### config.mk
export PLATFORM = sky130hd
export DESIGN_NAME = sub_deparser_seq
export DESIGN_NICKNAME = d
export VERILOG_FILES = /design/src/rtl/sub_deparser_seq.sv
export SDC_FILE = /design/constraint.sdc
export NUM_CORES = 2
export LEC_CHECK = 0
export CAP_MARGIN = 20
export CORE_AREA = 2 2 397 399
export DETAILED_ROUTE_END_ITERATION = 16
export DIE_AREA = 0 0 399 401
export PLACE_DENSITY = 0.53
export SYNTH_ARGS = -nofsm -noshare
export SYNTH_HDL_FRONTEND = slang
export SYNTH_SLANG_ARGS = --single-unit
### constraint.sdc
create_clock -name clk -period 3.2 [get_ports clk]
set_input_delay 0.32 -clock clk [delete_from_list [all_inputs] [get_ports clk]]
set_output_delay 0.32 -clock clk [all_outputs]
set_load 0.01 [all_outputs]
### src/rtl/sub_deparser_seq.sv
// Sequential sub-deparser: latches a PHV and its parse-action vector, then emits one
// container per handshake. Optional malformed-action counter: SUB_DEPARSER_SEQ_ERR_CNT_EN.
module sub_deparser_seq #(
  parameter int unsigned C_CONT_NUM         = 8,
  parameter int unsigned C_NUM_ACTIONS      = 10,
  parameter int unsigned C_PARSE_ACTION_LEN = 16,
  parameter int unsigned C_PHV_WIDTH        = C_CONT_NUM * 96
) (
  input  logic                                        clk,
  input  logic                                        aresetn,
  input  logic [C_PHV_WIDTH-1:0]                      phv_in,
  input  logic [C_NUM_ACTIONS*C_PARSE_ACTION_LEN-1:0] parse_actions_in,
  input  logic                                        phv_valid_in,
  output logic                                        phv_ready_out,
  output logic [47:0]                                 cont_data_out,
  output logic [6:0]                                  cont_offset_out,
  output logic [1:0]                                  cont_select_out,
  output logic                                        cont_last_out,
  output logic                                        cont_valid_out,
  input  logic                                        cont_ready_in,
  output logic                                        done_out,
  output logic [15:0]                                 err_cnt_out
);

  localparam int unsigned ACT_W     = 16;
  localparam int unsigned ACTV_W    = C_NUM_ACTIONS * C_PARSE_ACTION_LEN;
  localparam int unsigned IDX_W     = (C_NUM_ACTIONS > 1) ? $clog2(C_NUM_ACTIONS) : 1;
  localparam int unsigned ACT_SLOTS = 1 << IDX_W;
  localparam int unsigned MAX_CONT  = 8;
  localparam int unsigned BASE_4B   = 16 * C_CONT_NUM;
  localparam int unsigned BASE_6B   = 48 * C_CONT_NUM;
  localparam logic [IDX_W-1:0] LAST_IDX = IDX_W'(C_NUM_ACTIONS - 1);
  localparam logic [3:0]       CONT_LIM = 4'(C_CONT_NUM);

  typedef enum logic [1:0] {
    S_IDLE = 2'd0,
    S_SCAN = 2'd1,
    S_EMIT = 2'd2
  } state_t;

  state_t             r_state, w_nxt_state;
  logic [IDX_W-1:0]   r_idx, w_nxt_idx;
  logic [C_PHV_WIDTH-1:0] r_phv, w_nxt_phv;
  logic [ACTV_W-1:0]  r_actions, w_nxt_actions;
  logic [47:0]        r_data, w_nxt_data;
  logic [6:0]         r_offset, w_nxt_offset;
  logic [1:0]         r_select, w_nxt_select;
  logic               r_last, w_nxt_last;
  logic               r_valid, w_nxt_valid;
  logic               r_done, w_nxt_done;
  logic               r_ready, w_nxt_ready;

  logic [ACT_W-1:0]   w_act_arr [ACT_SLOTS];
  logic [15:0]        w_slot2 [MAX_CONT];
  logic [31:0]        w_slot4 [MAX_CONT];
  logic [47:0]        w_slot6 [MAX_CONT];
  logic [ACT_W-1:0]   w_act;
  logic [2:0]         w_act_cidx;
  logic [1:0]         w_act_type;
  logic [6:0]         w_act_off;
  logic               w_act_ok;
  logic               w_any_later;
  logic [47:0]        w_data;
  logic               w_unused_rsvd;

  // An action is usable when enabled, typed, and pointing at an existing container
  function automatic logic act_ok(input logic [5:0] a);
    return a[0] && (a[5:4] != 2'b00) && ({1'b0, a[3:1]} < CONT_LIM);
  endfunction

  for (genvar g = 0; g < ACT_SLOTS; g++) begin : g_act
    if (g < C_NUM_ACTIONS) begin : g_used
      assign w_act_arr[g] = r_actions[g*C_PARSE_ACTION_LEN +: ACT_W];
    end else begin : g_pad
      assign w_act_arr[g] = '0;
    end
  end

  // Slot tables are always 8 deep so the 3-bit index field never selects out of range
  for (genvar g = 0; g < MAX_CONT; g++) begin : g_slot
    if (g < C_CONT_NUM) begin : g_used
      assign w_slot2[g] = r_phv[16*g +: 16];
      assign w_slot4[g] = r_phv[BASE_4B + 32*g +: 32];
      assign w_slot6[g] = r_phv[BASE_6B + 48*g +: 48];
    end else begin : g_pad
      assign w_slot2[g] = '0;
      assign w_slot4[g] = '0;
      assign w_slot6[g] = '0;
    end
  end

  assign w_act         = w_act_arr[r_idx];
  assign w_act_cidx    = w_act[3:1];
  assign w_act_type    = w_act[5:4];
  assign w_act_off     = w_act[12:6];
  assign w_act_ok      = act_ok(w_act[5:0]);
  assign w_unused_rsvd = ^w_act[15:13];

  // Any usable action after the current one decides cont_last_out
  always_comb begin
    w_any_later = 1'b0;
    for (int k = 0; k < int'(C_NUM_ACTIONS); k++) begin
      if ((IDX_W'(k) > r_idx) && act_ok(w_act_arr[k][5:0])) w_any_later = 1'b1;
    end
  end

  always_comb begin
    w_data = '0;
    case (w_act_type)
      2'b01:   w_data = {32'd0, w_slot2[w_act_cidx]};
      2'b10:   w_data = {16'd0, w_slot4[w_act_cidx]};
      2'b11:   w_data = w_slot6[w_act_cidx];
      default: w_data = '0;
    endcase
  end

  always_comb begin
    w_nxt_state   = r_state;
    w_nxt_idx     = r_idx;
    w_nxt_phv     = r_phv;
    w_nxt_actions = r_actions;
    w_nxt_data    = r_data;
    w_nxt_offset  = r_offset;
    w_nxt_select  = r_select;
    w_nxt_last    = r_last;
    w_nxt_valid   = r_valid;
    w_nxt_done    = 1'b0;
    w_nxt_ready   = 1'b0;
    case (r_state)
      S_IDLE: begin
        w_nxt_ready = 1'b1;
        if (phv_valid_in && r_ready) begin
          w_nxt_phv     = phv_in;
          w_nxt_actions = parse_actions_in;
          w_nxt_idx     = '0;
          w_nxt_ready   = 1'b0;
          w_nxt_state   = S_SCAN;
        end
      end
      S_SCAN: begin
        if (w_act_ok) begin
          w_nxt_data   = w_data;
          w_nxt_offset = w_act_off;
          w_nxt_select = w_act_type;
          w_nxt_last   = !w_any_later;
          w_nxt_valid  = 1'b1;
          w_nxt_state  = S_EMIT;
        end else if (r_idx == LAST_IDX) begin
          w_nxt_done  = 1'b1;
          w_nxt_state = S_IDLE;
        end else begin
          w_nxt_idx = r_idx + IDX_W'(1);
        end
      end
      S_EMIT: begin
        if (cont_ready_in) begin
          w_nxt_valid = 1'b0;
          if (r_last || (r_idx == LAST_IDX)) begin
            w_nxt_done  = 1'b1;
            w_nxt_state = S_IDLE;
          end else begin
            w_nxt_idx   = r_idx + IDX_W'(1);
            w_nxt_state = S_SCAN;
          end
        end
      end
      default: w_nxt_state = S_IDLE;
    endcase
  end

  always_ff @(posedge clk) begin
    if (!aresetn) begin
      r_state   <= S_IDLE;
      r_idx     <= '0;
      r_phv     <= '0;
      r_actions <= '0;
      r_data    <= '0;
      r_offset  <= '0;
      r_select  <= '0;
      r_last    <= 1'b0;
      r_valid   <= 1'b0;
      r_done    <= 1'b0;
      r_ready   <= 1'b1;
    end else begin
      r_state   <= w_nxt_state;
      r_idx     <= w_nxt_idx;
      r_phv     <= w_nxt_phv;
      r_actions <= w_nxt_actions;
      r_data    <= w_nxt_data;
      r_offset  <= w_nxt_offset;
      r_select  <= w_nxt_select;
      r_last    <= w_nxt_last;
      r_valid   <= w_nxt_valid;
      r_done    <= w_nxt_done;
      r_ready   <= w_nxt_ready;
    end
  end

`ifdef SUB_DEPARSER_SEQ_ERR_CNT_EN
  logic [15:0] r_err_cnt;
  logic        w_malformed;

  // Enabled but not usable means malformed; counter saturates
  assign w_malformed = w_act[0] && !w_act_ok;

  always_ff @(posedge clk) begin
    if (!aresetn) begin
      r_err_cnt <= '0;
    end else if ((r_state == S_SCAN) && w_malformed && (r_err_cnt != 16'hFFFF)) begin
      r_err_cnt <= r_err_cnt + 16'd1;
    end
  end

  assign err_cnt_out = r_err_cnt;
`else
  assign err_cnt_out = '0;
`endif

  assign phv_ready_out   = r_ready;
  assign cont_data_out   = r_data;
  assign cont_offset_out = r_offset;
  assign cont_select_out = r_select;
  assign cont_last_out   = r_last;
  assign cont_valid_out  = r_valid;
  assign done_out        = r_done;

endmodule
Word level (Yosys, flattened, before mapping):

Index checks and enable logic that the tools add are counted.

* register bits after elaboration: 995
* bits in latches: 0
* bits in writable memories: 0
* ROM bits: 0
* input port bits: 932
* output and inout port bits: 77
* word-level logic and storage cells: 127
* memories kept: 0

* add/sub/neg operators: 1
* $mul: 0
* div/mod/pow operators: 0
* order comparisons: 12
* eq/ne operators: 13
* shifts and indexed selects: 0
* multiplexer cells: 45
* bitwise gates (word level): 2
* reduce and logical (&&, ||, !) cells: 43

Operators by type and width (number)
* $bmux W48 S3: 1
* $pmux W48 S3: 1
* $bmux W32 S3: 1
* $mux W48: 2
* $bmux W16 S4: 1
* $mux W32: 2
* $bmux W16 S3: 1
* $mux W16: 2
* $mux W13: 2
* $reduce_bool A2 Y1: 12
* $logic_and A1 B1 Y1: 22
* $mux W4: 5
* $mux W1: 19
* $gt A3 B4 Y1 const A: 4
* $ne A2 B2 Y1 const B: 6
* $pmux W4 S3: 1
* $gt A1 B4 Y1 const A: 2
* $gt A2 B4 Y1 const A: 2
* $gt A4 B4 Y1 const A: 2
* $mux W2: 4
* $eq A2 B2 Y1 const B: 3
* $pmux W2 S3: 1
* $reduce_and A3 Y1: 2
* $reduce_and A6 Y1: 1
* other kinds (14): 17

Logic depth before layout (Yosys ltp):

* word-level depth: 14
* depth in mapped cells: 14
* mapped depth without buffers: 8

Least setup slack after synthesis:

Ideal clock, no wire load.

* path type: register -> register
* from: reg r_idx[0]
* to: reg r_data[8] (netlist: cont_data_out[8])
* library setup time: 74 ps
* arrival: 2608 ps
* data required time: 3126 ps
* path slack: 518 ps
* stages on the path, launching flop included: 13
* buffers on the path: 4
* period minus slack after synthesis: 2682 ps
* cells stage by stage: dfxtp_1 buf_6 mux4_2 o22a_1 and2_1 buf_6 buf_6 buf_4 mux2i_1 a32oi_1 o21ai_0 or3_1 a31oi_1

* longest elaborated chain between the ends: 9
* elaborated cells on any way between the ends: 21
* classes of those cells: 3 x eq/ne; 13 x mux; 2 x bitwise; 3 x reduce/logical

Ends and longest elaborated chain
* from (decl): line 42 `logic [IDX_W-1:0] r_idx, w_nxt_idx;`
* from (signal assigned): line 186 `r_idx <= w_nxt_idx;`
* $not A4 Y5 (not written as such) (*): line 92 `assign w_act = w_act_arr[r_idx];`
* $bmux W16 S4 (*): line 92
* $mux W13 (not written as such) (*) (2 in series): line 92
* $not A3 Y4 (not written as such): line 110, 111, 112
* $bmux W48 S3, or another cell as far along: line 112 `2'b11: w_data = w_slot6[w_act_cidx];`
* $mux W48 (not written as such), or another cell as far along (2 in series): line 112
* $pmux W48 S3: line 109 `case (w_act_type)`
* to (signal assigned): line 189 `r_data <= w_nxt_data;`
* to (decl): line 45 `logic [47:0] r_data, w_nxt_data;`

Mark *: on every way between the ends. The rest lies on a longest branch, timed or not. The select of a mux whose other input is x is not followed.
A chain may end at the register's enable or synchronous reset.

Worst setup path in the final report:

* from: reg r_idx[1]
* to: reg r_data[11] (netlist: cont_data_out[11])

The elaborated chain is that of the path after synthesis.

==> run metrics <==
Setup crit start kind flip-flop; crit-path max FO 49; Detailed Route Iter0 Violations 3247; GP Congestion 0.8949; sequential fraction of the synthesis area 0.4514; f_max 316.2 MHz; status completed; htree depth 3; Pins Over Slew Limit 0; main flop type after synthesis dfxtp_1; vias in the first global route 40840; Slowest cell on crit path mux2i_1; DRC 0; most used cell, CP buf_4; area of the mapped netlist 42800 um^2; Crit. End Element flip-flop; Yosys reg bits 965; largest net degree at the start of global routing 245; Layout fillers 16220; Port Buffer Count 962; Cells after Synth 5453; detailed-route via count 41670; Post-layout nets 7246; DR vias/cell 4.915; CTS tree built; Final Non-Filler Cells 8478; initial core utilization 0.2749; clock buffer count from CTS 113; drt total wl 204400 um; Synth cell types 68; critical path arrival 3750 ps; worst-margin pin slew 1110 ps; pwr/cell area 595.3 nW/um^2; Cell Chain, Critical Path buf_4 -> or2_2 -> o21ai_2 -> buf_4 -> and2_4 -> buf_12 -> mux2i_1 -> a2bb2oi_1 -> o2111a_1 -> a31oi_1 -> buf_4 -> a31oi_1; area of the core 155700 um^2; most common cell after layout, fill and taps aside nand2_1; gr usage total 0.2454; Mapped Avg Cell Area 7.849 um^2; worst hold slack 151.2 ps; antenna-violating nets left 0; IO Pins 1009; most frequent cells in the layout 2267 x nand2_1, 963 x dfxtp_1, 961 x clkdlybuf4s50_1; period utilization 0.9884; CP peak stage delay 490 ps; FP Rows 145; relative slew slack 0.2600; Setup-failing EPs final 0; area grow syn2layout 39.56%; Clock Pin Slew Worst Setup and Hold Paths 60 ps; clock skew 31.29 ps; drt first pass iters 6; Die W 399 um; residual overflow from global routing 0; layout cell share with drive strength beyond 1 0.07983; routed len/inst 24.11 um; largest cells by area after synthesis dfxtp_1 45%, nand2_1 20%, a21boi_0 16%, clkbuf_1 3.2%, mux2i_1 1.7%; first-pass GRT wire length 287400 um; WP buf/inv 4; CTS Root Cell clkbuf_16; Die Span Y 401 um; die area 160000 um^2; placed insts 8241; Synth top area share 0.4514; Post-DP HPWL 155700 um; initial antenna violation count 45; Crit Path Class reg2reg; critical path data required time 3790 ps; clock tree buffer depth 3; CP delay by family, top compound AO/OA/AOI/OAI gates; number of synthesized flops with an enable pin 0; MaxCap Viol Count 0; Final min period 3163 ps; Static Leak 21.47 nW; Worst-Skew Late Latency 730 ps; RSZ-0062 raised after global routing yes; Peak supply drop 0.0004262 V; post-synthesis async set-or-reset flop share 0; Clock Sink Count 965; Min-Delay Path Class in2reg; Synth area leader dfxtp_1; Final Hold Vio Count 0; synth warn 0
==> worst paths after layout <==
kind | start | endpoint | slack [ps] | cells past startpoint
worst min-delay path | phv_in[91] | r_phv[91]$_SDFFE_PN0P_ | 150 | 3
worst min register to register | r_phv[409]$_SDFFE_PN0P_ | r_phv[409]$_SDFFE_PN0P_ | 460 | 2
worst max register to register | r_idx[1]$_SDFFE_PN0P_ | cont_data_out[11]$_SDFFE_PN0P_ | 40 | 12
worst max-delay path | r_idx[1]$_SDFFE_PN0P_ | cont_data_out[11]$_SDFFE_PN0P_ | 40 | 12
==> routing by layer <==
layer,global-route usage,part of all wire
met2,0.4171,0.48
met1,0.3073,0.42
met3,0.03884,0.052
met5,0,0.00028
met4,0.1001,0.044
==> power by group <==
group,internal (mW),total [mW],leakage [nW],switching [mW]
clock,7.84,13.4,1.89,5.56
combinational,3.28,8.18,11.7,4.90
sequential,13.2,14.0,7.90,0.751
total,24.3,35.6,21.5,11.2
==> area by class of cell <==
class                      instances  area [um^2]  area share
antenna                           19        47.55   0.0007960
clock buffer                     166         3278     0.05488
clock inverter                    43        553.0    0.009259
inverter                           9        33.78   0.0005656
multi-input combinational       4020        21740      0.3640
sequential                       965        19320      0.3235
tap                             2058         2575     0.04311
timing repair buffer            1198        12180      0.2039
==> cells in the mapped netlist, types with 5 or more instances <==
cell / instances
mux2_1: 6
a32oi_1: 27
a22oi_1: 14
a211oi_1: 46
mux4_2: 22
o22ai_1: 36
or3_1: 15
a2bb2oi_1: 14
o2111a_1: 12
nand4_1: 5
buf_2: 45
buf_1: 30
ha_1: 7
dfxtp_1: 965
nor2_1: 26
nand2b_1: 5
a21boi_0: 899
o221ai_1: 7
and2_1: 5
o21ai_0: 75
a311oi_1: 16
o21ai_1: 5
mux2_2: 17
or2_2: 6
mux2i_1: 71
a31oi_1: 98
buf_6: 9
o211ai_1: 23
clkbuf_1: 367
and3_1: 49
buf_4: 23
inv_1: 9
o211a_1: 7
nor3_1: 16
nand2_1: 2269
a22o_1: 17
nand3_1: 132
a21oi_1: 5
==> worst min-delay path, cell delays in order <==
cell and delay (ps):
clkdlybuf4s50_1 400, nand2_1 50, a21boi_0 60
==> kinds of logic after synthesis <==
group | count (synthesis) | synth area share
buffers and inverters | 483 | 0.04727
muxes | 117 | 0.03458
and+or+nand+nor | 2545 | 0.2341
adders and majority gates | 7 | 0.002046
other | 1 | 0.00008762
DFF | 965 | 0.4514
AOI/OAI and AO/OA | 1335 | 0.2305
==> metrics by stage <==
stage / area, um^2 / utilization / TNS, ps / power (mW) / setup slack, ps
global placement: 55610 / 0.3573 / -2370 / 22.32 / -356.5
floorplan: 42850 / - / 0 / 18.10 / 517.8
global route: 59710 / 0.3836 / -9.034 / 37.14 / -3.163
detailed placement: 55610 / 0.3573 / -3371 / 22.38 / -442.4
finish: 59730 / 0.3837 / 0 / 35.56 / 37.06
CTS: 59530 / 0.3825 / -7.293 / 35.89 / -7.293
==> state kept, by name, indices dropped and copies added (netlist names) <==
signal,count
r_idx,4
phv_ready_out,1
done_out,1
r_actions,130
cont_data_out,48
cont_offset_out,7
r_phv,768
cont_last_out,1
cont_valid_out,1
r_state,2
cont_select_out,2
==> what timing repair did <==
| action | CTS | global route |
|---|---|---|
| resized for setup | 17 | 22 |
| hold buffers | 1 | 0 |
| endpoints found under the hold margin | 18 | 0 |
| setup endpoints to repair | 22 | 27 |
| pin swaps | 1 | 5 |
| cloned | 0 | 1 |
| setup buffers | 3 | 4 |
No activity file was read; power rests on OpenSTA's default activity.
